[src/rtl/mem_stage_lsu_pkg.sv]
// rtl/mem_stage_lsu_pkg.sv - MEM stage state encodings, size codes and size clamp helper
package mem_stage_lsu_pkg;

  localparam logic [2:0] MEM_ST_IDLE  = 3'd0;
  localparam logic [2:0] MEM_ST_REQ   = 3'd1;
  localparam logic [2:0] MEM_ST_RSP   = 3'd2;
  localparam logic [2:0] MEM_ST_DONE  = 3'd3;
  localparam logic [2:0] MEM_ST_DRAIN = 3'd4;

  localparam logic [1:0] SZ_B = 2'd0;
  localparam logic [1:0] SZ_H = 2'd1;
  localparam logic [1:0] SZ_W = 2'd2;
  localparam logic [1:0] SZ_D = 2'd3;

  // Access sizes wider than the datapath collapse to the full width.
  function automatic logic [1:0] clamp_size(input logic [1:0] size, input logic [1:0] lb);
    return (size > lb) ? lb : size;
  endfunction

endpackage

[src/rtl/mem_lane_align.sv]
// rtl/mem_lane_align.sv - load extract/extend, store replicate and byte-enable generation
module mem_lane_align
  import mem_stage_lsu_pkg::*;
#(
  parameter int DATA_W = 32
) (
  input  logic [1:0]                   size,
  input  logic [$clog2(DATA_W/8)-1:0]  lane,
  input  logic                         sext,
  input  logic [DATA_W-1:0]            rdata,
  input  logic [DATA_W-1:0]            wdata,
  output logic [DATA_W-1:0]            ld_data,
  output logic [DATA_W-1:0]            st_data,
  output logic [DATA_W/8-1:0]          st_be
);

  localparam int NB = DATA_W / 8;
  localparam int LB = $clog2(NB);
  localparam int IW = $clog2(DATA_W);

  logic [LB-1:0]     lane_eff;
  logic [DATA_W-1:0] shifted;
  logic [IW-1:0]     sign_idx;
  logic              sign_bit;
  int                nbytes;
  int                nbits;
  int                lane_i;

  always_comb begin
    nbytes   = 1 << size;
    nbits    = nbytes * 8;
    // Address bits below the access size are ignored, never faulted here.
    lane_eff = lane & ~LB'(nbytes - 1);
    lane_i   = int'(lane_eff);
    shifted  = rdata >> (lane_i * 8);
    sign_idx = IW'(nbits - 1);
    sign_bit = sext & shifted[sign_idx];
    ld_data  = '0;
    st_data  = '0;
    st_be    = '0;
    for (int i = 0; i < DATA_W; i++) begin
      ld_data[i] = (i < nbits) ? shifted[i] : sign_bit;
      st_data[i] = wdata[IW'(i & (nbits - 1))];
    end
    for (int b = 0; b < NB; b++) begin
      st_be[b] = (b >= lane_i) && (b < lane_i + nbytes);
    end
  end

endmodule

[src/rtl/mem_stage_lsu.sv]
// rtl/mem_stage_lsu.sv - single-slot MEM stage with req/gnt/rvalid memory handshake (option: MEM_STAGE_ALIGN_EXC_EN)
module mem_stage_lsu
  import mem_stage_lsu_pkg::*;
#(
  parameter int DATA_W = 32,
  parameter int ADDR_W = 32,
  parameter int PC_W   = 32
) (
  input  logic                 clk,
  input  logic                 rst_n,
  input  logic                 flush,
  input  logic                 ex_valid,
  output logic                 ex_ready,
  input  logic [PC_W-1:0]      ex_pc,
  input  logic                 ex_ld,
  input  logic                 ex_st,
  input  logic [1:0]           ex_size,
  input  logic                 ex_sext,
  input  logic [DATA_W-1:0]    ex_result,
  input  logic [DATA_W-1:0]    ex_wdata,
  input  logic                 ex_rf_we,
  input  logic [4:0]           ex_rf_waddr,
  output logic                 dm_req,
  output logic                 dm_we,
  output logic [ADDR_W-1:0]    dm_addr,
  output logic [DATA_W/8-1:0]  dm_be,
  output logic [DATA_W-1:0]    dm_wdata,
  input  logic                 dm_gnt,
  input  logic                 dm_rvalid,
  input  logic [DATA_W-1:0]    dm_rdata,
  output logic                 wb_valid,
  input  logic                 wb_ready,
  output logic [PC_W-1:0]      wb_pc,
  output logic                 wb_rf_we,
  output logic [4:0]           wb_rf_waddr,
  output logic [DATA_W-1:0]    wb_rf_wdata,
  output logic                 wb_exc
);

  localparam int NB = DATA_W / 8;
  localparam int LB = $clog2(NB);

  logic [2:0]        state;
  logic [PC_W-1:0]   s_pc;
  logic              s_ld, s_st, s_sext, s_rf_we, s_exc;
  logic [1:0]        s_size;
  logic [ADDR_W-1:0] s_addr;
  logic [DATA_W-1:0] s_wdata, s_data;
  logic [4:0]        s_waddr;

  logic [1:0]        ex_sz;
  logic              ex_mem, ex_st_eff, ex_misalign, xfer;
  logic [DATA_W-1:0] ld_data, st_data;
  logic [NB-1:0]     st_be;

  assign ex_sz     = clamp_size(ex_size, 2'(LB));
  assign ex_mem    = ex_ld | ex_st;
  assign ex_st_eff = ex_st & ~ex_ld;

`ifdef MEM_STAGE_ALIGN_EXC_EN
  assign ex_misalign = ex_mem && ((ex_result[LB-1:0] & LB'((1 << ex_sz) - 1)) != '0);
`else
  assign ex_misalign = 1'b0;
`endif

  assign ex_ready = (state == MEM_ST_IDLE) || ((state == MEM_ST_DONE) && wb_ready);
  assign xfer     = ex_valid && ex_ready && !flush;
  assign dm_req   = (state == MEM_ST_REQ) && !flush;

  mem_lane_align #(.DATA_W(DATA_W)) u_align (
    .size    (s_size),
    .lane    (s_addr[LB-1:0]),
    .sext    (s_sext),
    .rdata   (dm_rdata),
    .wdata   (s_wdata),
    .ld_data (ld_data),
    .st_data (st_data),
    .st_be   (st_be)
  );

  always_ff @(posedge clk or negedge rst_n) begin
    if (!rst_n) begin
      state   <= MEM_ST_IDLE;
      s_pc    <= '0;
      s_ld    <= 1'b0;
      s_st    <= 1'b0;
      s_sext  <= 1'b0;
      s_rf_we <= 1'b0;
      s_exc   <= 1'b0;
      s_size  <= '0;
      s_addr  <= '0;
      s_wdata <= '0;
      s_data  <= '0;
      s_waddr <= '0;
    end else begin
      case (state)
        MEM_ST_REQ: begin
          if (flush) state <= MEM_ST_IDLE;
          else if (dm_gnt) state <= s_st ? MEM_ST_DONE : MEM_ST_RSP;
        end
        MEM_ST_RSP: begin
          if (flush) begin
            state <= dm_rvalid ? MEM_ST_IDLE : MEM_ST_DRAIN;
          end else if (dm_rvalid) begin
            state  <= MEM_ST_DONE;
            s_data <= ld_data;
          end
        end
        // A flushed load still owes one response; swallow it before going idle.
        MEM_ST_DRAIN: if (dm_rvalid) state <= MEM_ST_IDLE;
        MEM_ST_DONE:  if (flush || wb_ready) state <= MEM_ST_IDLE;
        default:      state <= MEM_ST_IDLE;
      endcase
      if (xfer) begin
        state   <= (ex_mem && !ex_misalign) ? MEM_ST_REQ : MEM_ST_DONE;
        s_pc    <= ex_pc;
        s_ld    <= ex_ld;
        s_st    <= ex_st_eff;
        s_sext  <= ex_sext;
        s_size  <= ex_sz;
        s_addr  <= ex_result[ADDR_W-1:0];
        s_wdata <= ex_wdata;
        s_waddr <= ex_rf_waddr;
        s_rf_we <= ex_rf_we && !ex_st_eff && !ex_misalign;
        s_exc   <= ex_misalign;
        s_data  <= ex_misalign ? DATA_W'(ex_result[ADDR_W-1:0]) : ex_result;
      end
    end
  end

  assign dm_we       = s_st;
  assign dm_addr     = s_addr & ~ADDR_W'(NB - 1);
  assign dm_be       = s_ld ? '1 : (s_st ? st_be : '0);
  assign dm_wdata    = st_data;
  assign wb_valid    = (state == MEM_ST_DONE);
  assign wb_pc       = s_pc;
  assign wb_rf_we    = s_rf_we;
  assign wb_rf_waddr = s_waddr;
  assign wb_rf_wdata = s_data;
  assign wb_exc      = s_exc;

endmodule

[config.mk]
export PLATFORM = sky130hd
export DESIGN_NAME = mem_stage_lsu
export DESIGN_NICKNAME = d
export VERILOG_FILES = /design/src/rtl/mem_stage_lsu_pkg.sv /design/src/rtl/mem_lane_align.sv /design/src/rtl/mem_stage_lsu.sv
export SDC_FILE = /design/constraint.sdc
export NUM_CORES = 1
export LEC_CHECK = 0
export CAP_MARGIN = 5
export CELL_PAD_IN_SITES_DETAIL_PLACEMENT = 1
export CELL_PAD_IN_SITES_GLOBAL_PLACEMENT = 2
export CORE_ASPECT_RATIO = 0.6
export CORE_MARGIN = 2
export CORE_UTILIZATION = 25
export DETAILED_ROUTE_END_ITERATION = 10
export PLACE_DENSITY_LB_ADDON = 0.08
export REMOVE_ABC_BUFFERS = 1
export SETUP_SLACK_MARGIN = 0.02
export SLEW_MARGIN = 20
export SYNTH_ARGS = -nofsm -noshare
export SYNTH_HDL_FRONTEND = slang
export SYNTH_SLANG_ARGS = --single-unit
[constraint.sdc]
create_clock -name clk -period 3 [get_ports clk]
set_input_delay 0.3 -clock clk [delete_from_list [all_inputs] [get_ports clk]]
set_output_delay 0.3 -clock clk [all_outputs]
set_load 0.01 [all_outputs]
==> summary.md <==
| Metric | Value |
|---|---|
| FMAX | 0.351 GHz |
| Number of library cell types mapped by synthesis | 56 |
| Post-Syn Instances | 795 |
| WL/cell | 19.2 um |
| XOR/XNOR Fraction of Synth Area | 0.121% |
| Cell taking the most area after synthesis | dfrtp_1 |
| Crit Path Class | flop to output pin |
| Compound-cell area share of the yosys netlist | 10.7% |
| CP max FO | 14 |
| Cell count after placement | 1,390 |
| Predominant post-synthesis flop cell | dfrtp_1 |
| H-tree Lvls | 4 |
| Number of I/O pins | 289 |
| CP required | 2.70 ns |
| Slew of the pin with the lowest slew margin | 0.876 ns |
| Hpwl dp | 20,100 um |
| Starting Density | 25.3% |
| Pwr Density | 1010 nW/um2 |
| Routed Antenna Nets | 0 |
| FFs w/ async S/R, synth | 100% |
| Tightest hold margin | 0.388 ns |
| Reg clk slew, reported paths | 0.07 ns |
| Final min period | 2.85 ns |
| # clock sinks | 142 |
| Worst EP arrival | 2.55 ns |
| Maximum VDD drop | 427 uV |
| Clk root buf | clkbuf_16 |
| Setup Skew | 0.0105 ns |
| Result of the run | finished clean |
| Area fraction of the dominant cell type after synthesis | 49.0% |
| Final nets | 1,185 |
| 1st-iter DRT viols | 362 |
| Register-to-Register Path Depth | 8 |
| Most frequent cell after synthesis | nand2_1 |
| Post-Route WL | 27,300 um |
| Endpoints failing setup | 0 |
| Critical path endpoint category | output pin |
| Post-Place Worst Slack | 0.379 ns |
| Final estimated routing congestion in global placement | 0.760 |
| Synthesized cell area | 7250 um2 |
| Synth cell count leaders | nand2_1, dfrtp_1, buf_4 |
| Non-filler cells, final | 1,425 |
| Vias per Instance | 4.50 |
| Total clock buffers created by CTS | 17 |
| Main combinational cell family by area after synthesis | simple AND/OR/NAND/NOR gates |
| Die ar. | 30,400 um2 |
| Area after DPL | 10,200 um2 |
| Layout cells sized above 1 | 10.8% |
| Post-synth EDFFs | 0 |
| Maxcap violations | 0 |
| Pins Over Slew Limit | 0 |
| Synthesis-to-layout area growth | 50.5% |
| CTS tree | built |
| Total grt overflow | 0 |
| DRT Pass-1 Iters | 4 |
| Average size of a mapped cell | 9.12 um2 |
| Post-synthesis simple-gate area fraction | 21.7% |
| Crit share post-route | 95.0% |
| Overall Global Routing Usage | 18.2% |
| Rows | 48 |
| Clock latency on the worst-skew pair | 0.44 ns |
| Startpoint Class | flop |
| Die X | 224 um |
| Synth warn | 0 |
| IO buf count | 285 |
| Vias in the first global route | 6,812 |
| Design area | 10,900 um2 |
| Part of the Yosys area used for sequential elements | 49.0% |
| Leak pwr | 4.98 nW |
| Vias | 6,414 |
| DRC errors left | 0 |
| Hold WC Path Type | primary input to asynchronous set/reset pin |
| Die Y-Extent | 136 um |
| Final worst slack | 0.150 ns |
| Synth area leaders | dfrtp_1, nand2_1, mux2_2, buf_4, a211oi_1 |
| Unrepaired setup endpoints after global routing | no |
| Max-slew headroom | 41.5% |
| Core area | 28,600 um2 |
| Initial antenna violation count | 1 |
| Mux cell area share after synthesis | 8.97% |
| Clock buffer depth | 2 |
| Final hold violation count | 0 |
| First-pass GRT wire length | 41,500 um |
| Pin count of the biggest net entering global routing | 78 |
| Synth Area in Adders | 0.518% |
| #FFs+latches synth | 142 |
## path summary, 6_finish.rpt
check                                from               to  slack, ns
worst max-delay path            s_size[0]     dm_wdata[20]       0.15
worst min-delay path                rst_n         state[0]       0.39
worst max register to register  s_size[0]  wb_rf_wdata[20]       0.47
worst min register to register   wb_rf_we         wb_rf_we       0.47
max in group asynchronous           rst_n        s_addr[5]       1.83
min in group clk                ex_pc[18]        wb_pc[18]       0.39
## cells by family after synthesis
family                     after synthesis
and+or+nand+nor                        385
xor gates and xnor gates                 1
DFF                                    142
buffers and inverters                   98
other                                    1
AOI/OAI and AO/OA                      111
adders and majority gates                3
muxes                                   54
## final cells by class
class | instances | area (um2)
Clock inverter | 13 | 188
Sequential cell | 142 | 3550
Antenna cell | 1 | 2.50
Clock buffer | 19 | 443
Fill cell | 3277 | 17700
Inverter | 8 | 35.0
Tap cell | 375 | 469
Timing Repair Buffer | 310 | 3140
Multi-Input combinational cell | 557 | 3080
## critical path, cell delays in order (launching register included)
cell and delay (ns):
dfrtp_1 0.37, buf_4 0.20, nor2_8 0.07, ha_1 0.37
buf_4 0.26, mux2_2 0.36, clkdlybuf4s50_1 0.48
## layout by cell type, fill, tap and decap left out, types with 9 or more instances in the layout
cell / n
nor2_1: 12
nand3_1: 15
a211oi_1: 24
buf_4: 17
clkbuf_16: 17
mux2i_1: 14
dfrtp_1: 142
clkdlybuf4s50_1: 273
nand2_1: 328
mux2_2: 33
a21oi_1: 11
o21ai_0: 29
nor3_1: 9
o21ai_1: 9
## where the power goes
group | switching [W] | internal, W | total (W) | leakage (nW)
Clock | 0.000890 | 0.00141 | 0.00230 | 0.288
Combinational | 0.00264 | 0.00278 | 0.00543 | 2.94
Sequential | 0.000527 | 0.00273 | 0.00326 | 1.75
Total | 0.00406 | 0.00693 | 0.0110 | 4.98
## per-stage QoR
step	util, %	power (W)	setup TNS, ns
after floorplan	-	0.00561	-11.15
after global placement	35.7	0.00875	0
after detailed placement	35.7	0.00880	0
after CTS	38.0	0.0112	0
after global routing	38.1	0.0117	0
final	38.1	0.0110	0
## state kept, by name, indices dropped and copies added, names as in the netlist
register     count
dm_we            1
s_addr          32
s_ld             1
s_sext           1
s_size           2
s_wdata         32
state            3
wb_pc           32
wb_rf_waddr      5
wb_rf_wdata     32
wb_rf_we         1
## per-layer routing
layer / vias to the layer above / part of all wire, % / GRT usage, %
met5: - / 0 / 0
met4: 0 / 1.6 / 5.81
met3: 21 / 6.1 / 5.88
met2: 153 / 42 / 26.5
met1: 3147 / 50 / 25.5
li1: 3093 / - / -
## timing repair
action                                  4_1_cts  5_1_grt
hold buffers                                  1        0
endpoints found under the hold margin        52        0
setup buffers                                 1        0
gates resized for setup                       4       11
endpoints found under the setup margin        3        9
Power figures use the tool's default switching activity.
